--- src/rtl/wb_uart_tx.sv ---
// wb_uart_tx: Wishbone-mapped 8N1 UART transmitter with a TX FIFO and a
// programmable bit-period divisor (bit period = DIV+1 clock cycles).
module wb_uart_tx #(
  parameter int          XLEN        = 32,
  parameter int          FIFO_DEPTH  = 8,
  parameter logic [15:0] DEFAULT_DIV = 16'd867
) (
  input  logic            i_clk,
  input  logic            i_reset,
  input  logic            i_wb_stb,
  input  logic [XLEN-1:0] i_addr,
  input  logic [XLEN-1:0] i_data,
  input  logic            i_wb_we,
  input  logic [2:0]      i_wb_sel,
  output logic [XLEN-1:0] o_wb_data,
  output logic            o_wb_stall,
  output logic            o_wb_ack,
  output logic            o_tx
);

  localparam int AW = $clog2(FIFO_DEPTH);
  localparam int CW = AW + 1;  // count field must fit STATUS[15:8]

  localparam logic [1:0] REG_TXDATA = 2'd0;
  localparam logic [1:0] REG_STATUS = 2'd1;
  localparam logic [1:0] REG_DIV    = 2'd2;

  typedef enum logic [1:0] {
    ST_IDLE  = 2'd0,
    ST_START = 2'd1,
    ST_DATA  = 2'd2,
    ST_STOP  = 2'd3
  } tx_state_e;

  // Bus-side state
  logic            ack_q, ack_d;
  logic [XLEN-1:0] rdata_q, rdata_d;
  logic [15:0]     div_q, div_d;

  // FIFO state
  logic [7:0]    mem [FIFO_DEPTH];
  logic [AW-1:0] wr_ptr_q, wr_ptr_d;
  logic [AW-1:0] rd_ptr_q, rd_ptr_d;
  logic [CW-1:0] count_q, count_d;

  // Transmit FSM state
  tx_state_e   state_q, state_d;
  logic [7:0]  shift_q, shift_d;
  logic [15:0] cnt_q, cnt_d;
  logic [2:0]  idx_q, idx_d;
  logic        tx_q, tx_d;

  logic [1:0] reg_sel;
  logic       full, empty, busy;
  logic       accept, push, pop;
  logic [7:0] fifo_rd;

  // Address bits below the word offset and above the map, and the upper
  // data byte lanes, carry no meaning for this peripheral.
  logic unused_bits;
  assign unused_bits = ^{i_addr[XLEN-1:4], i_addr[1:0], i_data[XLEN-1:16]};

  assign reg_sel = i_addr[3:2];
  // full comes from the registered count, so a pop this cycle cannot lift
  // the stall until the following cycle.
  assign full    = (count_q == CW'(FIFO_DEPTH));
  assign empty   = (count_q == '0);
  assign busy    = (state_q != ST_IDLE);
  assign fifo_rd = mem[rd_ptr_q];

  assign o_wb_stall = i_wb_stb & i_wb_we & (reg_sel == REG_TXDATA) & full;
  assign accept     = i_wb_stb & ~o_wb_stall;
  assign push       = accept & i_wb_we & (reg_sel == REG_TXDATA);

  assign o_wb_ack  = ack_q;
  assign o_wb_data = rdata_q;
  assign o_tx      = tx_q;

  // Bus response, divisor register and FIFO bookkeeping next-state.
  always_comb begin
    // NOTE: every signal gets a default at the top of a combinational block,
    // so no path leaves it unassigned and no latch is inferred.
    ack_d    = accept;
    rdata_d  = '0;
    div_d    = div_q;
    wr_ptr_d = wr_ptr_q;
    rd_ptr_d = rd_ptr_q;
    count_d  = count_q;

    if (accept && !i_wb_we) begin
      unique case (reg_sel)
        REG_STATUS: begin
          rdata_d[0]      = full;
          rdata_d[1]      = empty;
          rdata_d[2]      = busy;
          rdata_d[8 +: CW] = count_q;
        end
        REG_DIV:    rdata_d[15:0] = div_q;
        default:    rdata_d = '0;
      endcase
    end

    if (accept && i_wb_we && reg_sel == REG_DIV) begin
      if (i_wb_sel == 3'b000) div_d[7:0] = i_data[7:0];
      else                    div_d      = i_data[15:0];
    end

    if (push) wr_ptr_d = wr_ptr_q + AW'(1);
    if (pop)  rd_ptr_d = rd_ptr_q + AW'(1);

    unique case ({push, pop})
      2'b10:   count_d = count_q + CW'(1);
      2'b01:   count_d = count_q - CW'(1);
      default: count_d = count_q;
    endcase
  end

  // Bus and FIFO control registers.
  always_ff @(posedge i_clk or posedge i_reset) begin
    // NOTE: sequential state uses non-blocking assignments so every flop
    // samples pre-edge values regardless of statement order.
    if (i_reset) begin
      ack_q    <= 1'b0;
      rdata_q  <= '0;
      div_q    <= DEFAULT_DIV;
      wr_ptr_q <= '0;
      rd_ptr_q <= '0;
      count_q  <= '0;
    end else begin
      ack_q    <= ack_d;
      rdata_q  <= rdata_d;
      div_q    <= div_d;
      wr_ptr_q <= wr_ptr_d;
      rd_ptr_q <= rd_ptr_d;
      count_q  <= count_d;
    end
  end

  // FIFO storage write port.
  always_ff @(posedge i_clk) begin
    // NOTE: the storage array has no reset; the pointers and count define
    // which entries are valid, so clearing the data buys nothing.
    if (push) mem[wr_ptr_q] <= i_data[7:0];
  end

  // Transmit FSM next-state: counter reloads from the live divisor at each
  // bit boundary, and STOP chains straight into START when data is waiting.
  always_comb begin
    state_d = state_q;
    shift_d = shift_q;
    cnt_d   = cnt_q;
    idx_d   = idx_q;
    pop     = 1'b0;

    unique case (state_q)
      ST_IDLE: begin
        if (!empty) begin
          pop     = 1'b1;
          shift_d = fifo_rd;
          cnt_d   = div_q;
          state_d = ST_START;
        end
      end
      ST_START: begin
        if (cnt_q == '0) begin
          cnt_d   = div_q;
          idx_d   = 3'd0;
          state_d = ST_DATA;
        end else begin
          cnt_d = cnt_q - 16'd1;
        end
      end
      ST_DATA: begin
        if (cnt_q == '0) begin
          cnt_d   = div_q;
          shift_d = {1'b0, shift_q[7:1]};
          if (idx_q == 3'd7) state_d = ST_STOP;
          else               idx_d   = idx_q + 3'd1;
        end else begin
          cnt_d = cnt_q - 16'd1;
        end
      end
      ST_STOP: begin
        if (cnt_q == '0) begin
          if (!empty) begin
            pop     = 1'b1;
            shift_d = fifo_rd;
            cnt_d   = div_q;
            state_d = ST_START;
          end else begin
            state_d = ST_IDLE;
          end
        end else begin
          cnt_d = cnt_q - 16'd1;
        end
      end
      default: state_d = ST_IDLE;
    endcase

    // Line level follows the state being entered so o_tx stays registered.
    unique case (state_d)
      ST_START: tx_d = 1'b0;
      ST_DATA:  tx_d = shift_d[0];
      default:  tx_d = 1'b1;
    endcase
  end

  // Transmit FSM registers, including the registered serial output.
  always_ff @(posedge i_clk or posedge i_reset) begin
    if (i_reset) begin
      state_q <= ST_IDLE;
      shift_q <= '0;
      cnt_q   <= '0;
      idx_q   <= '0;
      tx_q    <= 1'b1;
    end else begin
      state_q <= state_d;
      shift_q <= shift_d;
      cnt_q   <= cnt_d;
      idx_q   <= idx_d;
      tx_q    <= tx_d;
    end
  end

endmodule
--- config.mk ---
export PLATFORM = sky130hd
export DESIGN_NAME = wb_uart_tx
export DESIGN_NICKNAME = d
export VERILOG_FILES = /design/src/rtl/wb_uart_tx.sv
export SDC_FILE = /design/constraint.sdc
export NUM_CORES = 1
export LEC_CHECK = 0
export BUFFER_PORTS_ARGS = -buffer_cell sky130_fd_sc_hd__buf_2
export CORE_ASPECT_RATIO = 1.5
export CORE_UTILIZATION = 30
export CTS_CLUSTER_SIZE = 20
export DETAILED_ROUTE_END_ITERATION = 12
export PLACE_DENSITY = 0.55
export SLEW_MARGIN = 20
export SYNTH_ARGS = -nofsm -noshare
export SYNTH_HDL_FRONTEND = slang
export SYNTH_SLANG_ARGS = --single-unit
--- constraint.sdc ---
create_clock -name i_clk -period 2.6 [get_ports i_clk]
set_input_delay 0.26 -clock i_clk [delete_from_list [all_inputs] [get_ports i_clk]]
set_output_delay 0.26 -clock i_clk [all_outputs]
set_load 0.01 [all_outputs]
==> impl_summary.md <==
Run status
The flow ran to the end, and the final reports show no timing, DRC or antenna violations.

Timing
The transition time of the tightest slew-check pin is 0.691 ns. The number of max-slew violations in the final report was 0. The count of endpoints failing hold in the final timing report is 0. The headroom to the max-slew limit is 0.539. Setup repair after global routing could not meet its margin everywhere. In the finished design, the share of the clock period the worst path needs comes to 0.964. The clock tree skew after final layout is 0.00717 ns.

Setup violations remaining at the end of the flow were counted as 0. The smallest clock period supported by the final layout is computed as 2.51 ns. For this run, the top clock speed supported by timing is 399 MHz.

Logic synthesis
The synthesized design contains 64 enable-type register cells. The mean area per synthesized cell is 13.0 um2. After synthesis the cells add up to 6620 um2.

The cell type with the largest total area after synthesis is sky130_fd_sc_hd__edfxtp_1. By area the synthesized netlist is led by sky130_fd_sc_hd__edfxtp_1, sky130_fd_sc_hd__dfrtp_1, sky130_fd_sc_hd__mux4_2. The area fraction of the dominant cell type after synthesis is 0.290. The sequential area share after synthesis is 0.567.

The number of distinct standard cells referenced by the synthesized netlist is 64. During synthesis, Yosys emitted a total of 0 warnings. The share of synthesized flip-flops with an asynchronous set or reset is 0.533. Synthesis inferred 137 register bits. For this run, the leading register cell type out of synthesis is sky130_fd_sc_hd__dfrtp_1. Synthesis produced 510 cells.

Worst hold path
The path category of the worst min-delay check is in2reg.

Clock tree
The TritonCTS clock tree is built. In this run the number of H-tree levels came out at 4. The clock edge transition at the registers on the reported setup and hold paths is 0.06 ns. The root buffer cell is sky130_fd_sc_hd__clkbuf_16. CTS saw 137 sinks.

Clock latency on the worst-skew pair, taken at its later pin, is 0.42 ns. The clock tree buffer depth is 2. The number of clock buffers inserted by TritonCTS is 17.

Run
The max-capacitance violation count is 0.

Routing
The count of nets left with antenna violations once routing finished came out at 0. The sum of routed wire length over all layers is 14800 um. After detailed routing, the number of vias per cell comes to 4.90.

The detail-routed net length per standard cell is 17.1 um. The via count is 4260. In this run, the number of DRC markers left after iteration 0 of detailed routing was 238. After detailed routing, the number of remaining DRC violations is 0.

The number of optimization iterations in the first detailed-route pass is 4.

Global route
For met2 alone, demand over resource in global routing was 0.259. The routing layer with the top usage in global route is met2. The first global-routing pass estimated 24400 um of wire. The number of global-route vias before repair was 4554. The number of antenna violations at the first check in global routing is 0. The total overflow reported by the global router is 0. The global-route usage over all layers is 0.144.

The largest net degree at the start of global routing is 41. For met1 alone, demand over resource in global routing was 0.159. In the global route stage, met3 resource usage came out at 0.0326.

Pwr
The maximum VDD drop is 0.583 mV. The cell leakage power is 0.00323 uW. In this run the power density over the cells is 1050 nW/um2.

Finish
The final-stage net count is 672. The final standard cell utilization of the core is 0.364. The final design instance area without fill is 7880 um2. The diode insertion count for antenna repair is 0.

Relative to the synthesized area, the layout overhead comes to 18.9%. The proportion of layout cells with a drive suffix above 1 is 0.286.

Worst setup path
The type of destination of the critical path is a register. Measured in cells, the most critical reg-to-reg path has a length of 12. Setup slack on the worst reg-to-reg path comes out at 0.09 ns.

The classification of the worst setup path is reg2reg. The kind of cell adding the most delay to the critical path is simple AND/OR/NAND/NOR gates. The maximum fanout count along the critical path is 2. The capturing element of the worst setup path is count_q[2]. The most critical setup path has its startpoint at cnt_q[11]. The origin of the critical flop-to-flop path is cnt_q[11]. In this run the number of cells on the critical path is 12. The endpoint of the lowest-slack register-to-register path is count_q[2]. The kind of start point of the critical path is a register. The data required time at the worst endpoint is 2.89 ns. At the worst endpoint, the arrival time is 2.80 ns. The buffer and inverter count on the worst path is 1. Walking the worst path, the cells encountered are nor4_2 -> buf_4 -> and4_2 -> a31oi_4 -> nor3_4 -> ha_2 -> xor2_1 -> ha_1 -> a21oi_1 -> xor2_1 -> nor2_1 -> xor2_1. For this run, the slowest stage of the critical path takes 0.39 ns.

The cell seen most often among critical-path stages is sky130_fd_sc_hd__xor2_1. On the critical path, the stage with the largest delay is an instance of sky130_fd_sc_hd__dfrtp_1.

Placement
The wire-length estimate of the detail-placed layout is 10900 um. After detailed placement, the total cell area comes to 7260 um2. The port buffer count is 43. The congestion estimate from routability-driven global placement came to 0.825.

Floorplanning
Measured along the y axis, the die boundary spans 184 um. The core area is 21600 um2. For this configuration, the core starts out at a cell density of 0.306. The die covers 22700 um2. The die is 123 um wide.

106 I/O pins were placed. The count of standard-cell rows is 66.
==> per-layer routing <==
metal	up-vias	share of wire	routed length, um
met5	-	0	0
met4	0	0.024	354
met3	19	0.031	456
met2	89	0.55	8210
met1	2150	0.39	5830
li1	2002	-	-
==> synth_stat cells (8+ instances only) <==
master                     count
sky130_fd_sc_hd__dfrtp_1      66
sky130_fd_sc_hd__edfxtp_1     64
sky130_fd_sc_hd__nand2_1      44
sky130_fd_sc_hd__nor2_1       42
sky130_fd_sc_hd__buf_4        21
sky130_fd_sc_hd__ha_1         16
sky130_fd_sc_hd__mux2i_1      16
sky130_fd_sc_hd__a21oi_1      15
sky130_fd_sc_hd__mux4_2       15
sky130_fd_sc_hd__xor2_1       13
sky130_fd_sc_hd__mux2_2       12
sky130_fd_sc_hd__and2_1       11
sky130_fd_sc_hd__inv_1        11
sky130_fd_sc_hd__o21ai_0      11
sky130_fd_sc_hd__nor3_1        9
sky130_fd_sc_hd__a22oi_1       8
sky130_fd_sc_hd__a31oi_1       8
sky130_fd_sc_hd__clkbuf_1      8
sky130_fd_sc_hd__mux2_4        8
==> cell type report <==
| type | instances | area [um2] |
|---|---|---|
| well taps | 272 | 340 |
| inverters | 11 | 42.5 |
| flip-flops and latches | 137 | 3760 |
| multi-input cells | 336 | 2610 |
| fillers | 2149 | 13800 |
| clock buffers | 25 | 505 |
| clock inverters | 7 | 88.8 |
| repair buffers | 82 | 536 |
==> kinds of logic (layout without fill, tap and decap cells) <==
| family | Yosys count | after routing | share of synthesized area |
|---|---|---|---|
| AND/OR/NAND/NOR | 140 | 140 | 0.111 |
| flip-flops | 137 | 137 | 0.567 |
| AO/OA/AOI/OAI | 95 | 95 | 0.103 |
| buffers and inverters | 52 | 125 | 0.0502 |
| multiplexers | 51 | 51 | 0.114 |
| XOR/XNOR | 18 | 18 | 0.0238 |
| adder cells (fa/ha/maj) | 16 | 16 | 0.0302 |
| other | 1 | 16 | 0.000566 |
==> flip-flops by register name, summed over array words and instances (netlist names), 4 cells and up <==
register and cells:
shift_q 8, div_q 16, cnt_q 16, o_wb_data 16, mem 64, count_q 4
==> cells in the final DEF (no fill, tap or decap), types with 10 or more instances in the layout <==
cell,n
sky130_fd_sc_hd__and2_1,11
sky130_fd_sc_hd__mux2_2,12
sky130_fd_sc_hd__mux4_2,15
sky130_fd_sc_hd__o21ai_0,11
sky130_fd_sc_hd__inv_1,10
sky130_fd_sc_hd__xor2_1,13
sky130_fd_sc_hd__mux2i_1,16
sky130_fd_sc_hd__buf_2,43
sky130_fd_sc_hd__nand2_1,44
sky130_fd_sc_hd__nor2_1,42
sky130_fd_sc_hd__clkbuf_16,17
sky130_fd_sc_hd__edfxtp_1,64
sky130_fd_sc_hd__a21oi_1,15
sky130_fd_sc_hd__dfrtp_1,66
sky130_fd_sc_hd__buf_4,36
sky130_fd_sc_hd__ha_1,15
sky130_fd_sc_hd__conb_1,16
==> worst min-delay path by stage <==
| stage | start | endpoint | slack, ns | cells past startpoint |
|---|---|---|---|---|
| after floorplan | i_data[0] | mem[0][0] | 0.36 | 0 |
| after global placement | i_reset | o_wb_data[7] | 0.34 | 2 |
| after detailed placement | i_reset | o_wb_data[0] | 0.35 | 2 |
| after CTS | i_data[8] | div_q[8] | 0.06 | 2 |
| after global routing | i_data[15] | div_q[15] | 0.07 | 2 |
| final | i_data[8] | div_q[8] | 0.07 | 2 |
==> per-stage QoR <==
stage	total power, uW	cells	setup slack, ns	hold WS [ns]	TNS (ns)
floorplan	5100	525	0.00413	0.359	0
global placement	5820	837	0.0213	0.339	0
global route	8760	870	-0.0917	0.0653	-0.0917
CTS	8330	870	0.0107	0.0558	0
finish	8260	870	0.0932	0.0687	0
detailed placement	5900	837	0.0390	0.352	0
==> worst register-to-register path: stages, from the launching register on <==
cell                      delay [ns]
sky130_fd_sc_hd__dfrtp_1        0.39
sky130_fd_sc_hd__nor4_2         0.28
sky130_fd_sc_hd__buf_4          0.16
sky130_fd_sc_hd__and4_2         0.26
sky130_fd_sc_hd__a31oi_4        0.12
sky130_fd_sc_hd__nor3_4         0.16
sky130_fd_sc_hd__ha_2           0.21
sky130_fd_sc_hd__xor2_1         0.07
sky130_fd_sc_hd__ha_1           0.20
sky130_fd_sc_hd__a21oi_1        0.15
sky130_fd_sc_hd__xor2_1         0.17
sky130_fd_sc_hd__nor2_1         0.07
sky130_fd_sc_hd__xor2_1         0.14
==> report_power, final <==
part	internal [uW]	switching [uW]	leakage [uW]
sequential	2650	506	0.00151
clock	1530	867	0.000294
combinational	1330	1370	0.00144
==> repair_timing <==
action                                  in CTS  in global routing
setup buffers                                0                  0
endpoints found under the setup margin       0                  4
endpoints found under the hold margin       29                  0
resized for setup                            0                  4
hold buffers                                 1                  0
Note: power is estimated with default switching activity, not from simulation.
